## config.mk

```make
export PLATFORM = sky130hd
export DESIGN_NAME = spart_msg_framer
export DESIGN_NICKNAME = d
export VERILOG_FILES = /design/src/rtl/spart_msg_framer.sv
export SDC_FILE = /design/constraint.sdc
export NUM_CORES = 1
export LEC_CHECK = 0
export CORE_AREA = 2 2 80 82
export DETAILED_ROUTE_END_ITERATION = 12
export DIE_AREA = 0 0 82 84
export PLACE_DENSITY = 0.82
export SYNTH_ARGS = -nofsm -noshare
export SYNTH_HDL_FRONTEND = slang
export SYNTH_SLANG_ARGS = --single-unit
```

## constraint.sdc

```tcl
create_clock -name i_clk -period 2 [get_ports i_clk]
set_input_delay 0.2 -clock i_clk [delete_from_list [all_inputs] [get_ports i_clk]]
set_output_delay 0.2 -clock i_clk [all_outputs]
set_load 0.05 [all_outputs]
```

## src/rtl/spart_msg_framer.sv

```systemverilog
// spart_msg_framer: packs NBYTES spart bytes into one message word and serialises words back out.
// Define SPART_FRAME_TIMEOUT_EN to discard partial RX messages after TIMEOUT_CYC idle cycles.
module spart_msg_framer #(
   parameter int NBYTES      = 3,
   parameter int TIMEOUT_CYC = 50000
) (
   input  logic                  i_clk,
   input  logic                  i_rst,
   input  logic                  i_send_tx,
   input  logic [8*NBYTES-1:0]   i_tx_data,
   output logic                  o_tx_ready,
   output logic [8*NBYTES-1:0]   o_rx_data,
   output logic                  o_rx_valid,
   input  logic                  i_rx_ack,
   output logic                  o_rx_overrun,
   output logic                  o_rx_timeout,
   output logic [7:0]            o_byte_tx,
   output logic                  o_send_tx_byte,
   input  logic                  i_tbr,
   input  logic [7:0]            i_byte_rx,
   input  logic                  i_rda
);
   localparam int MW = 8 * NBYTES;
   localparam int CW = $clog2(NBYTES + 1);

   if (NBYTES < 2 || TIMEOUT_CYC < 2) begin : g_bad_param
      $error("spart_msg_framer: NBYTES and TIMEOUT_CYC must both be >= 2");
   end

   typedef enum logic {S_IDLE, S_SEND} state_t;

   state_t           r_state;
   logic [MW-1:0]    r_tx_sr;
   logic [CW-1:0]    r_tx_cnt;
   logic             r_tx_ready;
   logic             w_tx_stb;

   assign w_tx_stb       = (r_state == S_SEND) && i_tbr;
   assign o_send_tx_byte = w_tx_stb;
   assign o_byte_tx      = r_tx_sr[7:0];
   assign o_tx_ready     = r_tx_ready;

   always_ff @(posedge i_clk) begin
      if (i_rst) begin
         r_state    <= S_IDLE;
         r_tx_sr    <= '0;
         r_tx_cnt   <= '0;
         r_tx_ready <= 1'b1;
      end else if (r_state == S_IDLE) begin
         if (i_send_tx) begin
            r_state    <= S_SEND;
            r_tx_sr    <= i_tx_data;
            r_tx_cnt   <= CW'(NBYTES);
            r_tx_ready <= 1'b0;
         end
      end else if (w_tx_stb) begin
         r_tx_sr  <= r_tx_sr >> 8;
         r_tx_cnt <= r_tx_cnt - CW'(1);
         if (r_tx_cnt == CW'(1)) begin
            r_state    <= S_IDLE;
            r_tx_ready <= 1'b1;
         end
      end
   end

   // RX bytes enter at the top, so after NBYTES shifts byte 0 sits in [7:0]
   logic [MW-9:0]    r_rx_sr;
   logic [MW-1:0]    r_rx_data;
   logic [MW-1:0]    w_rx_word;
   logic [CW-1:0]    r_rx_cnt;
   logic             r_rx_valid;
   logic             r_rx_overrun;
   logic             r_rx_timeout;
   logic             w_rx_last;
   logic             w_expire;

   assign w_rx_word    = {i_byte_rx, r_rx_sr};
   assign w_rx_last    = i_rda && (r_rx_cnt == CW'(NBYTES - 1));
   assign o_rx_data    = r_rx_data;
   assign o_rx_valid   = r_rx_valid;
   assign o_rx_overrun = r_rx_overrun;
   assign o_rx_timeout = r_rx_timeout;

   always_ff @(posedge i_clk) begin
      if (i_rst) begin
         r_rx_sr      <= '0;
         r_rx_data    <= '0;
         r_rx_cnt     <= '0;
         r_rx_valid   <= 1'b0;
         r_rx_overrun <= 1'b0;
         r_rx_timeout <= 1'b0;
      end else begin
         r_rx_timeout <= w_expire;
         if (i_rda) begin
            r_rx_sr  <= w_rx_word[MW-1:8];
            r_rx_cnt <= w_rx_last ? '0 : r_rx_cnt + CW'(1);
         end else if (w_expire) begin
            r_rx_cnt <= '0;
         end
         if (w_rx_last && (!r_rx_valid || i_rx_ack)) begin
            r_rx_data    <= w_rx_word;
            r_rx_valid   <= 1'b1;
            r_rx_overrun <= 1'b0;
         end else if (w_rx_last) begin
            r_rx_overrun <= 1'b1;
         end else if (i_rx_ack) begin
            r_rx_valid   <= 1'b0;
            r_rx_overrun <= 1'b0;
         end
      end
   end

`ifdef SPART_FRAME_TIMEOUT_EN
   localparam int TW = $clog2(TIMEOUT_CYC);
   logic [TW-1:0]    r_idle;

   // an rda arriving on the expiry cycle keeps the partial message alive
   assign w_expire = (r_rx_cnt != '0) && !i_rda && (r_idle == TW'(TIMEOUT_CYC - 1));

   always_ff @(posedge i_clk) begin
      r_idle <= (i_rst || i_rda || w_expire || r_rx_cnt == '0) ? '0 : r_idle + TW'(1);
   end
`else
   assign w_expire = 1'b0;
`endif

endmodule

```

**Word-level counts from Yosys, hierarchy flattened**

Index checks and enable logic that the tools add are counted.

- Memory bits (writable): 0
- Register bits after elaboration: 72
- Latch bits: 0
- Bits of input ports: 38
- Memories: 0
- Logic and storage cells: 47
- Bits in read-only memories: 0
- Output and inout bits: 37

- Div/mod/pow operators: 0
- Bitwise gates (word level): 0
- Multipliers: 0
- Shift-type cells: 0
- Muxes and demuxes: 19
- Equal/unequal tests: 5
- Reductions and logical operators: 12
- Add/subtract/negate cells: 2
- Magnitude comparators: 0

Operators with widths:

| operator | number |
|---|---|
| two-way mux 24 bit | 3 |
| two-way mux 1 bit | 12 |
| two-way mux 2 bit | 4 |
| nonzero test 2 bit | 3 |
| inequality test 2 x 1 -> 1 bit, second input constant | 2 |
| AND reduction 2 bit | 2 |
| logical AND 1 bit | 3 |
| AND reduction 3 bit | 1 |
| adder 2 x 1 -> 2 bit, second input constant | 1 |
| == test 2 x 1 -> 1 bit, second input constant | 1 |
| == test 2 bit, second input constant | 1 |
| inequality test 2 bit, second input constant | 1 |
| OR reduction 2 bit | 1 |
| subtractor 2 x 1 -> 2 bit, second input constant | 1 |
| logical NOT 1 bit | 1 |
| logical OR 1 bit | 1 |

**Depth between registers and ports, before layout**

Gate-level depths: netlist of run 1.

- Depth in word-level cells: 5
- Gate-level depth with buffers: 5
- Depth with buffers taken out: 4

**Least setup slack after synthesis of run 1**

No wires, ideal clock.

- Kind: register to register
- From: register r_state
- To: register r_tx_cnt[1]
- Path slack: 0.614 ns
- Stages on the path, launching flop included: 5
- Period minus slack after synthesis: 1.386 ns
- Library setup time: 0.158 ns
- Arrival: 1.228 ns
- Cells stage by stage: dfxtp_1 > buf_6 > and2_1 > clkbuf_1 > a221oi_1

- Longest elaborated chain between the ends: 3
- Elaborated cells between the ends (all ways): 5
- Those cells by class: eq/ne (1); mux (1); reduce/logical (3)

RTL lines:

| what | RTL line | RTL |
|---|---|---|
| start, declared | 32 | `state_t r_state;` |
| start signal, assigned | 45 | `r_state <= S_IDLE;` |
| start signal, assigned | 51 | `r_state <= S_SEND;` |
| start signal, assigned | 60 | `r_state <= S_IDLE;` |
| logical AND 1 bit | 38 | `assign w_tx_stb = (r_state == S_SEND) && i_tbr;` |
| named net o_send_tx_byte | 18 | `output logic o_send_tx_byte,` |
| inequality test 2 bit (no line) | -- |  |
| AND reduction 2 bit (no line) | -- |  |
| end signal, assigned | 53 | `r_tx_cnt <= CW'(NBYTES);` |
| end signal, assigned | 58 | `r_tx_cnt <= r_tx_cnt - CW'(1);` |
| end, declared | 34 | `logic [CW-1:0] r_tx_cnt;` |

The timed path passes the listed nets, and every way through them passes these cells.
A chain may end at the register's enable or synchronous reset.

**Final worst setup path of run 1**

- From: register r_rx_valid, in the netlist o_rx_valid
- To: output o_rx_valid

RTL lines:

| what | RTL line | RTL |
|---|---|---|
| start, declared | 71 | `logic r_rx_valid;` |
| start signal, assigned | 89 | `r_rx_valid <= 1'b0;` |
| start signal, assigned | 102 | `r_rx_valid <= 1'b1;` |
| start signal, assigned | 107 | `r_rx_valid <= 1'b0;` |
| end, declared | 13 | `output logic o_rx_valid,` |

No word-level cell between the ends.

==> flow_results.xml, run 1 <==
<?xml version="1.0" encoding="UTF-8"?>
<metrics>
  <group name="synthesis">
    <metric name="netlist_top_cells_area" unit="">sky130_fd_sc_hd__dfxtp_1 47%, sky130_fd_sc_hd__mux2i_1 19%, sky130_fd_sc_hd__nand2b_1 10%</metric>
    <metric name="yosysSeqAreaShare" unit="">0.469</metric>
    <metric name="ys.flop_type" unit="">sky130_fd_sc_hd__dfxtp_1</metric>
    <metric name="yosysTopAreaCellShare" unit="">0.469</metric>
    <metric name="synth_nets" unit="">342</metric>
    <metric name="average_size_of_a_mapped_cell" unit="um^2">10.1</metric>
    <metric name="synth_async_sr_flop_share" unit="">0</metric>
    <metric name="synth_simple_gate_area_frac" unit="">0.175</metric>
    <metric name="synthesized_area_fraction_occupied_by_ao_oa_aoi_and_oai_cells" unit="">0.0871</metric>
    <metric name="synth.ff_latch_count" unit="">72</metric>
    <metric name="synth_mux_area_frac" unit="">0.194</metric>
    <metric name="synth_top_family_by_area" unit="">multiplexers</metric>
    <metric name="synthCells" unit="">303</metric>
    <metric name="yosysUniqueCellTypes" unit="">26</metric>
    <metric name="synth_enable_flop_cells" unit="">0</metric>
    <metric name="synthXorXnorAreaFrac" unit="">0</metric>
    <metric name="post-synth-top-area-cell" unit="">sky130_fd_sc_hd__dfxtp_1</metric>
    <metric name="ys.warnings.count" unit="">0</metric>
    <metric name="synthesis.area" unit="mm^2">0.00307</metric>
    <metric name="yosys.area_share.adder" unit="">0.00407</metric>
    <metric name="synth.cells.most_frequent" unit="">72 x sky130_fd_sc_hd__dfxtp_1, 58 x sky130_fd_sc_hd__mux2i_1, 51 x sky130_fd_sc_hd__nand2b_1, 44 x sky130_fd_sc_hd__nor2_1, 17 x sky130_fd_sc_hd__a211oi_1</metric>
    <metric name="post-synth-top-count-cell" unit="">sky130_fd_sc_hd__dfxtp_1</metric>
  </group>
  <group name="sta">
    <metric name="worst_slew_pin_slew" unit="ns">0.629</metric>
    <metric name="period_minus_slack" unit="ns">1.77</metric>
    <metric name="final.setup_skew" unit="ns">0.00918</metric>
    <metric name="timing.max_slew.rel_slack" unit="">0.569</metric>
    <metric name="post-route-period-util" unit="">0.884</metric>
    <metric name="rsz_0062_raised_after_global_routing" unit="">no</metric>
    <metric name="total_negative_slack_for_setup_checks" unit="ns">0</metric>
    <metric name="setup-violations-final" unit="">0</metric>
    <metric name="finalMaxSlewViolations" unit="">0</metric>
    <metric name="fmaxAchievable" unit="GHz">0.566</metric>
    <metric name="hold_violations" unit="">0</metric>
  </group>
  <group name="clock_network">
    <metric name="clockBufferDepth" unit="">2</metric>
    <metric name="cts_resized" unit="">0</metric>
    <metric name="holdBufCountCts" unit="">0</metric>
    <metric name="cts_tree" unit="">built</metric>
    <metric name="cts_max_level" unit="">3</metric>
    <metric name="cts_post_setup_buffers_inserted" unit="">0</metric>
    <metric name="numCtsBuffers" unit="">9</metric>
    <metric name="worst_skew_pair.late_latency" unit="ns">0.34</metric>
    <metric name="clk_pin_slew" unit="ns">0.08</metric>
    <metric name="clock_sink_count" unit="">72</metric>
    <metric name="cts_root_buf" unit="">sky130_fd_sc_hd__clkbuf_8</metric>
  </group>
  <group name="flow_run">
    <metric name="max_cap_viol_count" unit="">0</metric>
  </group>
  <group name="place">
    <metric name="numPlacedInstances" unit="">427</metric>
    <metric name="placement.io_buffers" unit="">73</metric>
    <metric name="place.detailed.hpwl" unit="mm">3.99</metric>
    <metric name="replace_congestion" unit="">0.765</metric>
  </group>
  <group name="run_status">
    <metric name="outcome" unit="">completed</metric>
  </group>
  <group name="finish">
    <metric name="antenna_cells_inserted" unit="">0</metric>
    <metric name="layout_cell_share_with_drive_strength_beyond_1" unit="">0.0712</metric>
    <metric name="final_cells" unit="">442</metric>
    <metric name="filler_cell_count" unit="">504</metric>
    <metric name="areaGrowthSynthToFinish" unit="%">28.1</metric>
    <metric name="final_nets" unit="">400</metric>
    <metric name="area_occupied_by_registers" unit="mm^2">0.00144</metric>
    <metric name="multi_input_logic_area" unit="mm^2">0.00142</metric>
  </group>
  <group name="grt">
    <metric name="all_layer_gr_usage" unit="">0.181</metric>
    <metric name="first_pass_grt_wire_length" unit="mm">9.38</metric>
    <metric name="grt_pass1_vias" unit="">1891</metric>
    <metric name="antenna_violations_before_repair" unit="">0</metric>
    <metric name="grt-ovfl-total" unit="">0</metric>
    <metric name="pin_count_of_the_biggest_net_entering_global_routing" unit="">97</metric>
  </group>
  <group name="worst_setup_path">
    <metric name="criticalPathCategory" unit="">reg2out</metric>
    <metric name="timing.reg2reg.worst_path_depth" unit="">3</metric>
    <metric name="critPathMaxStageDelay" unit="ns">0.83</metric>
    <metric name="critPathSlowestCell" unit="">sky130_fd_sc_hd__clkdlybuf4s50_1</metric>
    <metric name="critical_path_buf_inv_count" unit="">1</metric>
    <metric name="required_arrival_time_at_the_worst_endpoint" unit="ns">1.80</metric>
    <metric name="critPathArrivalTime" unit="ns">1.57</metric>
    <metric name="endpoint_class_of_the_critical_path" unit="">output pin</metric>
    <metric name="worst_r2r_dst" unit="">r_tx_sr[19]$_SDFFE_PP0P_</metric>
    <metric name="crit_fanout" unit="">3</metric>
    <metric name="crit-reg2reg-launch" unit="">r_state$_SDFF_PP0_</metric>
    <metric name="r2r_slack" unit="ns">0.63</metric>
    <metric name="crit_start_category" unit="">flip-flop</metric>
    <metric name="crit_family" unit="">buffers and inverters</metric>
    <metric name="worstPathCellList" unit="">clkdlybuf4s50_1</metric>
  </group>
  <group name="die">
    <metric name="chipWidth" unit="um">82</metric>
    <metric name="num_rows" unit="">29</metric>
    <metric name="floorplan.initialDensity" unit="">0.504</metric>
    <metric name="die_y" unit="um">84</metric>
    <metric name="num_io_pins" unit="">75</metric>
    <metric name="core-area" unit="mm^2">0.00610</metric>
    <metric name="area_of_the_die" unit="mm^2">0.00689</metric>
  </group>
  <group name="hold_path">
    <metric name="min-delay-path-class" unit="">in2reg</metric>
    <metric name="worst_hold_startpoint" unit="">i_rst</metric>
    <metric name="worst_hold_end" unit="">r_rx_sr[9]$_SDFFE_PP0P_</metric>
    <metric name="hold-path-cell-count" unit="">3</metric>
  </group>
  <group name="pwr">
    <metric name="peakVddDrop" unit="V">0.000429</metric>
    <metric name="leakage" unit="uW">0.00148</metric>
    <metric name="power-per-cell-area" unit="mW/mm^2">772</metric>
  </group>
  <group name="routing">
    <metric name="via_count" unit="">2151</metric>
    <metric name="detail_route.wl_per_cell" unit="um">13.3</metric>
    <metric name="drt_first_iter_violations" unit="">96</metric>
    <metric name="avgViaCountPerCell" unit="">4.87</metric>
    <metric name="routed_wirelength" unit="mm">5.90</metric>
    <metric name="drt_drc_violations_left" unit="">0</metric>
    <metric name="drt_pass1_iterations" unit="">4</metric>
    <metric name="antenna_violating_nets_post_route" unit="">0</metric>
  </group>
</metrics>
[through the flow]
| step | power (uW) | area (um^2) | util | hold WS [ns] | setup WS (ns) |
|---|---|---|---|---|---|
| 2_1_floorplan | 1920 | 3070 | - | 0.347 | 0.614 |
| 3_5_place_dp | 2050 | 3770 | 0.618 | 0.461 | 0.341 |
| 4_1_cts | 3060 | 3940 | 0.646 | 0.335 | 0.218 |
| 6_report | 3040 | 3940 | 0.646 | 0.342 | 0.233 |
| 3_3_place_gp | 2050 | 3770 | 0.618 | 0.455 | 0.411 |
| 5_1_grt | 3180 | 3940 | 0.646 | 0.350 | 0.180 |
[final cells by class]
| type | count | area share |
|---|---|---|
| inverters | 3 | 0.00286 |
| clock inverters | 3 | 0.00445 |
| multi-input cells | 197 | 0.360 |
| flip-flops and latches | 72 | 0.366 |
| clock buffers | 12 | 0.0394 |
| well taps | 77 | 0.0245 |
| repair buffers | 78 | 0.203 |
[layout by cell type (no fill, tap or decap), drive strengths merged]
cell,netlist,final
nand3b,2,2
dfxtp,72,72
a211oi,17,17
conb,1,1
clkinvlp,0,1
o22a,2,2
a22oi,6,6
o21bai,1,1
nand2b,51,51
a21oi,4,4
nor2,44,44
a311oi,2,2
nor2b,1,1
mux2i,58,58
inv,3,3
clkbuf,9,12
buf,22,7
a221oi,1,1
clkinv,0,2
clkdlybuf4s50,0,71
mux2,1,1
and2,1,1
ha,1,1
nand2,4,4
[worst max-delay path by stage]
stage	cells after the start	slack, ns	startpoint	to
after floorplan	4	0.61	r_state$_SDFF_PP0_	r_tx_cnt[1]$_SDFFE_PP0P_
after global placement	4	0.41	i_send_tx	r_tx_sr[18]$_SDFFE_PP0P_
after detailed placement	4	0.34	i_send_tx	r_tx_sr[9]$_SDFFE_PP0P_
after CTS	1	0.22	o_rx_valid$_SDFFE_PP0P_	o_rx_valid
after global routing	1	0.18	o_rx_valid$_SDFFE_PP0P_	o_rx_valid
final	1	0.23	o_rx_valid$_SDFFE_PP0P_	o_rx_valid
[where the power goes]
group | internal [uW] | switching (uW) | leakage (uW)
logic | 224 | 247 | 0.000804
registers | 1500 | 43.7 | 0.000589
clock network | 507 | 513 | 0.0000882
total | 2240 | 804 | 0.00148
[layer usage]
| metal | global-route usage | up-vias | wire length [um] |
|---|---|---|---|
| li1 | - | 1130 | - |
| met1 | 0.257 | 972 | 2960 |
| met2 | 0.259 | 43 | 2610 |
| met3 | 0.0617 | 6 | 264 |
| met4 | 0.0545 | 0 | 60 |
| met5 | 0 | - | 0 |
[sequential cells by signal, summed over array words and instances, names as in the netlist]
name and flops:
r_rx_sr 16, o_rx_overrun 1, r_rx_cnt 2, r_tx_sr 24, r_tx_cnt 2, o_tx_ready 1
o_rx_valid 1, r_state 1, o_rx_data 24
[cell families after synthesis]
logic type                 after synthesis
other                                    1
muxes                                   59
AOI/OAI and AO/OA                       33
adders and majority gates                1
DFF                                     72
buffers and inverters                   34
and+or+nand+nor                        103
(Power assumes the default switching activity.)
==> run 2, diff against run 1 <==
--- a/config.mk
+++ b/config.mk
@@ -5,10 +5,11 @@
 export SDC_FILE = /design/constraint.sdc
 export NUM_CORES = 1
 export LEC_CHECK = 0
-export CORE_AREA = 2 2 80 82
+export CORE_AREA = 2 2 78 80
+export CTS_BUF_LIST = sky130_fd_sc_hd__clkbuf_8
 export DETAILED_ROUTE_END_ITERATION = 12
-export DIE_AREA = 0 0 82 84
-export PLACE_DENSITY = 0.82
+export DIE_AREA = 0 0 80 82
+export PLACE_DENSITY = 0.86
 export SYNTH_ARGS = -nofsm -noshare
 export SYNTH_HDL_FRONTEND = slang
 export SYNTH_SLANG_ARGS = --single-unit
==> run 2 against run 1 <==
Effect of this change:
- maximum frequency is 0.11% lower
- design area is 1.1% higher
- routed wire length is 4.7% higher
- clock-buffer cell count is 3 lower
- worst hold slack worse by 0.0056 ns
- first-iteration DRC count is 49% higher
- critical endpoint unchanged
- largest power group unchanged
==> flow_results.xml, run 2 (same netlist as run 1, synthesis figures left out) <==
<?xml version="1.0" encoding="UTF-8"?>
<metrics>
  <group name="run_status">
    <metric name="outcome" unit="">completed</metric>
  </group>
  <group name="sta">
    <metric name="worst_slew_pin_slew" unit="ns">0.557</metric>
    <metric name="post-route-period-util" unit="">0.885</metric>
    <metric name="rsz_0062_raised_after_global_routing" unit="">no</metric>
    <metric name="timing.max_slew.rel_slack" unit="">0.618</metric>
    <metric name="finalMaxSlewViolations" unit="">0</metric>
    <metric name="fmaxAchievable" unit="GHz">0.565</metric>
    <metric name="total_negative_slack_for_setup_checks" unit="ns">0</metric>
    <metric name="whs" unit="ns">0.336</metric>
    <metric name="setup-violations-final" unit="">0</metric>
    <metric name="final.setup_skew" unit="ns">0.00616</metric>
    <metric name="hold_violations" unit="">0</metric>
    <metric name="period_minus_slack" unit="ns">1.77</metric>
  </group>
  <group name="finish">
    <metric name="commonest_cells_after_routing_fill_and_taps_aside" unit="">72 x sky130_fd_sc_hd__dfxtp_1, 71 x sky130_fd_sc_hd__clkdlybuf4s50_1, 58 x sky130_fd_sc_hd__mux2i_1</metric>
    <metric name="layout_cell_share_with_drive_strength_beyond_1" unit="">0.0740</metric>
    <metric name="final_common_cell" unit="">sky130_fd_sc_hd__dfxtp_1</metric>
    <metric name="areaGrowthSynthToFinish" unit="%">29.5</metric>
    <metric name="layout.core_utilization" unit="">0.693</metric>
    <metric name="final_nets" unit="">399</metric>
    <metric name="antenna_cells_inserted" unit="">0</metric>
  </group>
  <group name="die">
    <metric name="core-area" unit="mm^2">0.00575</metric>
    <metric name="die_y" unit="um">82</metric>
    <metric name="chipWidth" unit="um">80</metric>
    <metric name="floorplan.initialDensity" unit="">0.535</metric>
    <metric name="area_of_the_die" unit="mm^2">0.00656</metric>
    <metric name="num_rows" unit="">28</metric>
    <metric name="num_io_pins" unit="">75</metric>
  </group>
  <group name="routing">
    <metric name="routed_wirelength" unit="mm">6.18</metric>
    <metric name="avgViaCountPerCell" unit="">5.01</metric>
    <metric name="drt_pass1_iterations" unit="">4</metric>
    <metric name="via_count" unit="">2203</metric>
    <metric name="antenna_violating_nets_post_route" unit="">0</metric>
    <metric name="drt_first_iter_violations" unit="">143</metric>
    <metric name="drt_drc_violations_left" unit="">0</metric>
    <metric name="detail_route.wl_per_cell" unit="um">14.0</metric>
  </group>
  <group name="place">
    <metric name="placement.io_buffers" unit="">73</metric>
    <metric name="replace_congestion" unit="">0.754</metric>
    <metric name="place.detailed.hpwl" unit="mm">4.15</metric>
  </group>
  <group name="worst_setup_path">
    <metric name="path_depth" unit="">1</metric>
    <metric name="required_arrival_time_at_the_worst_endpoint" unit="ns">1.80</metric>
    <metric name="critPathSlowestCell" unit="">sky130_fd_sc_hd__clkdlybuf4s50_1</metric>
    <metric name="timing.reg2reg.worst_path_depth" unit="">3</metric>
    <metric name="crit_family" unit="">buffers and inverters</metric>
    <metric name="crit_fanout" unit="">3</metric>
    <metric name="crit_start_category" unit="">flip-flop</metric>
    <metric name="worstPathCellList" unit="">clkdlybuf4s50_1</metric>
    <metric name="criticalPathCategory" unit="">reg2out</metric>
    <metric name="critPathMaxStageDelay" unit="ns">0.83</metric>
    <metric name="critical_path_buf_inv_count" unit="">1</metric>
    <metric name="endpoint_class_of_the_critical_path" unit="">output pin</metric>
    <metric name="critPathArrivalTime" unit="ns">1.57</metric>
  </group>
  <group name="clock_network">
    <metric name="cts_tree" unit="">built</metric>
    <metric name="numCtsBuffers" unit="">9</metric>
    <metric name="clk_pin_slew" unit="ns">0.08</metric>
    <metric name="cts_root_buf" unit="">sky130_fd_sc_hd__clkbuf_8</metric>
    <metric name="clock_sink_count" unit="">72</metric>
    <metric name="cts_resized" unit="">0</metric>
    <metric name="clockBufferDepth" unit="">2</metric>
    <metric name="cts_post_setup_buffers_inserted" unit="">0</metric>
    <metric name="cts_max_level" unit="">3</metric>
    <metric name="worst_skew_pair.late_latency" unit="ns">0.33</metric>
    <metric name="holdBufCountCts" unit="">0</metric>
  </group>
  <group name="pwr">
    <metric name="p_sw" unit="uW">864</metric>
    <metric name="peakVddDrop" unit="V">0.000547</metric>
    <metric name="internal-power" unit="uW">2440</metric>
    <metric name="power-per-cell-area" unit="mW/mm^2">830</metric>
    <metric name="leakage" unit="uW">0.00149</metric>
    <metric name="comb_power_share" unit="">0.143</metric>
    <metric name="power_switching_share" unit="">0.262</metric>
    <metric name="seqPwrFrac" unit="">0.470</metric>
    <metric name="power_frac_clock" unit="">0.388</metric>
  </group>
  <group name="grt">
    <metric name="antenna_violations_before_repair" unit="">0</metric>
    <metric name="first_pass_grt_wire_length" unit="mm">9.92</metric>
    <metric name="all_layer_gr_usage" unit="">0.198</metric>
    <metric name="grt_pass1_vias" unit="">2062</metric>
    <metric name="grt-ovfl-total" unit="">0</metric>
    <metric name="pin_count_of_the_biggest_net_entering_global_routing" unit="">97</metric>
  </group>
  <group name="hold_path">
    <metric name="min-delay-path-class" unit="">in2reg</metric>
    <metric name="hold-path-cell-count" unit="">3</metric>
  </group>
  <group name="flow_run">
    <metric name="max_cap_viol_count" unit="">0</metric>
  </group>
</metrics>
==> run 2: metrics by stage <==
stage | total power, uW | worst slack (ns) | instance area, um^2 | instances
after floorplan | 1920 | 0.614 | 3070 | 303
after global placement | 2040 | 0.405 | 3760 | 424
after detailed placement | 2050 | 0.341 | 3760 | 424
after CTS | 3330 | 0.218 | 3980 | 440
after global routing | 3430 | 0.196 | 3980 | 440
final | 3300 | 0.231 | 3980 | 440
==> run 2: cell type report <==
cell class | count | area, um^2
Tap cell | 75 | 93.8
Clock buffer | 9 | 124
Sequential cell | 72 | 1440
Clock inverter | 7 | 101
Multi-Input combinational cell | 197 | 1420
Fill cell | 439 | 1760
Inverter | 3 | 11.3
Timing Repair Buffer | 77 | 791
==> run 2: final timing paths <==
kind	start	end	slack (ns)
setup / recovery	o_rx_valid$_SDFFE_PP0P_	o_rx_valid	0.23
hold / removal	i_rst	r_rx_sr[13]$_SDFFE_PP0P_	0.34
setup reg to reg	r_state$_SDFF_PP0_	r_tx_sr[23]$_SDFFE_PP0P_	0.51
hold reg to reg	o_rx_data[20]$_SDFFE_PP0P_	o_rx_data[20]$_SDFFE_PP0P_	0.47
==> run 2: metal layers <==
layer	part of all wire	GRT usage	vias to the layer above
met5	0	0	-
met4	0.0068	0.0780	0
li1	-	-	1137
met3	0.040	0.0418	2
met1	0.49	0.273	1021
met2	0.46	0.303	43
==> run 2: power groups by stage <==
stage	Clock, uW	Sequential, uW	Combinational [uW]
5_1_grt	1360	1560	508
4_1_cts	1300	1550	474
3_5_place_dp	0	1580	470
3_3_place_gp	0	1580	462
2_1_floorplan	0	1590	327
6_report	1280	1550	472
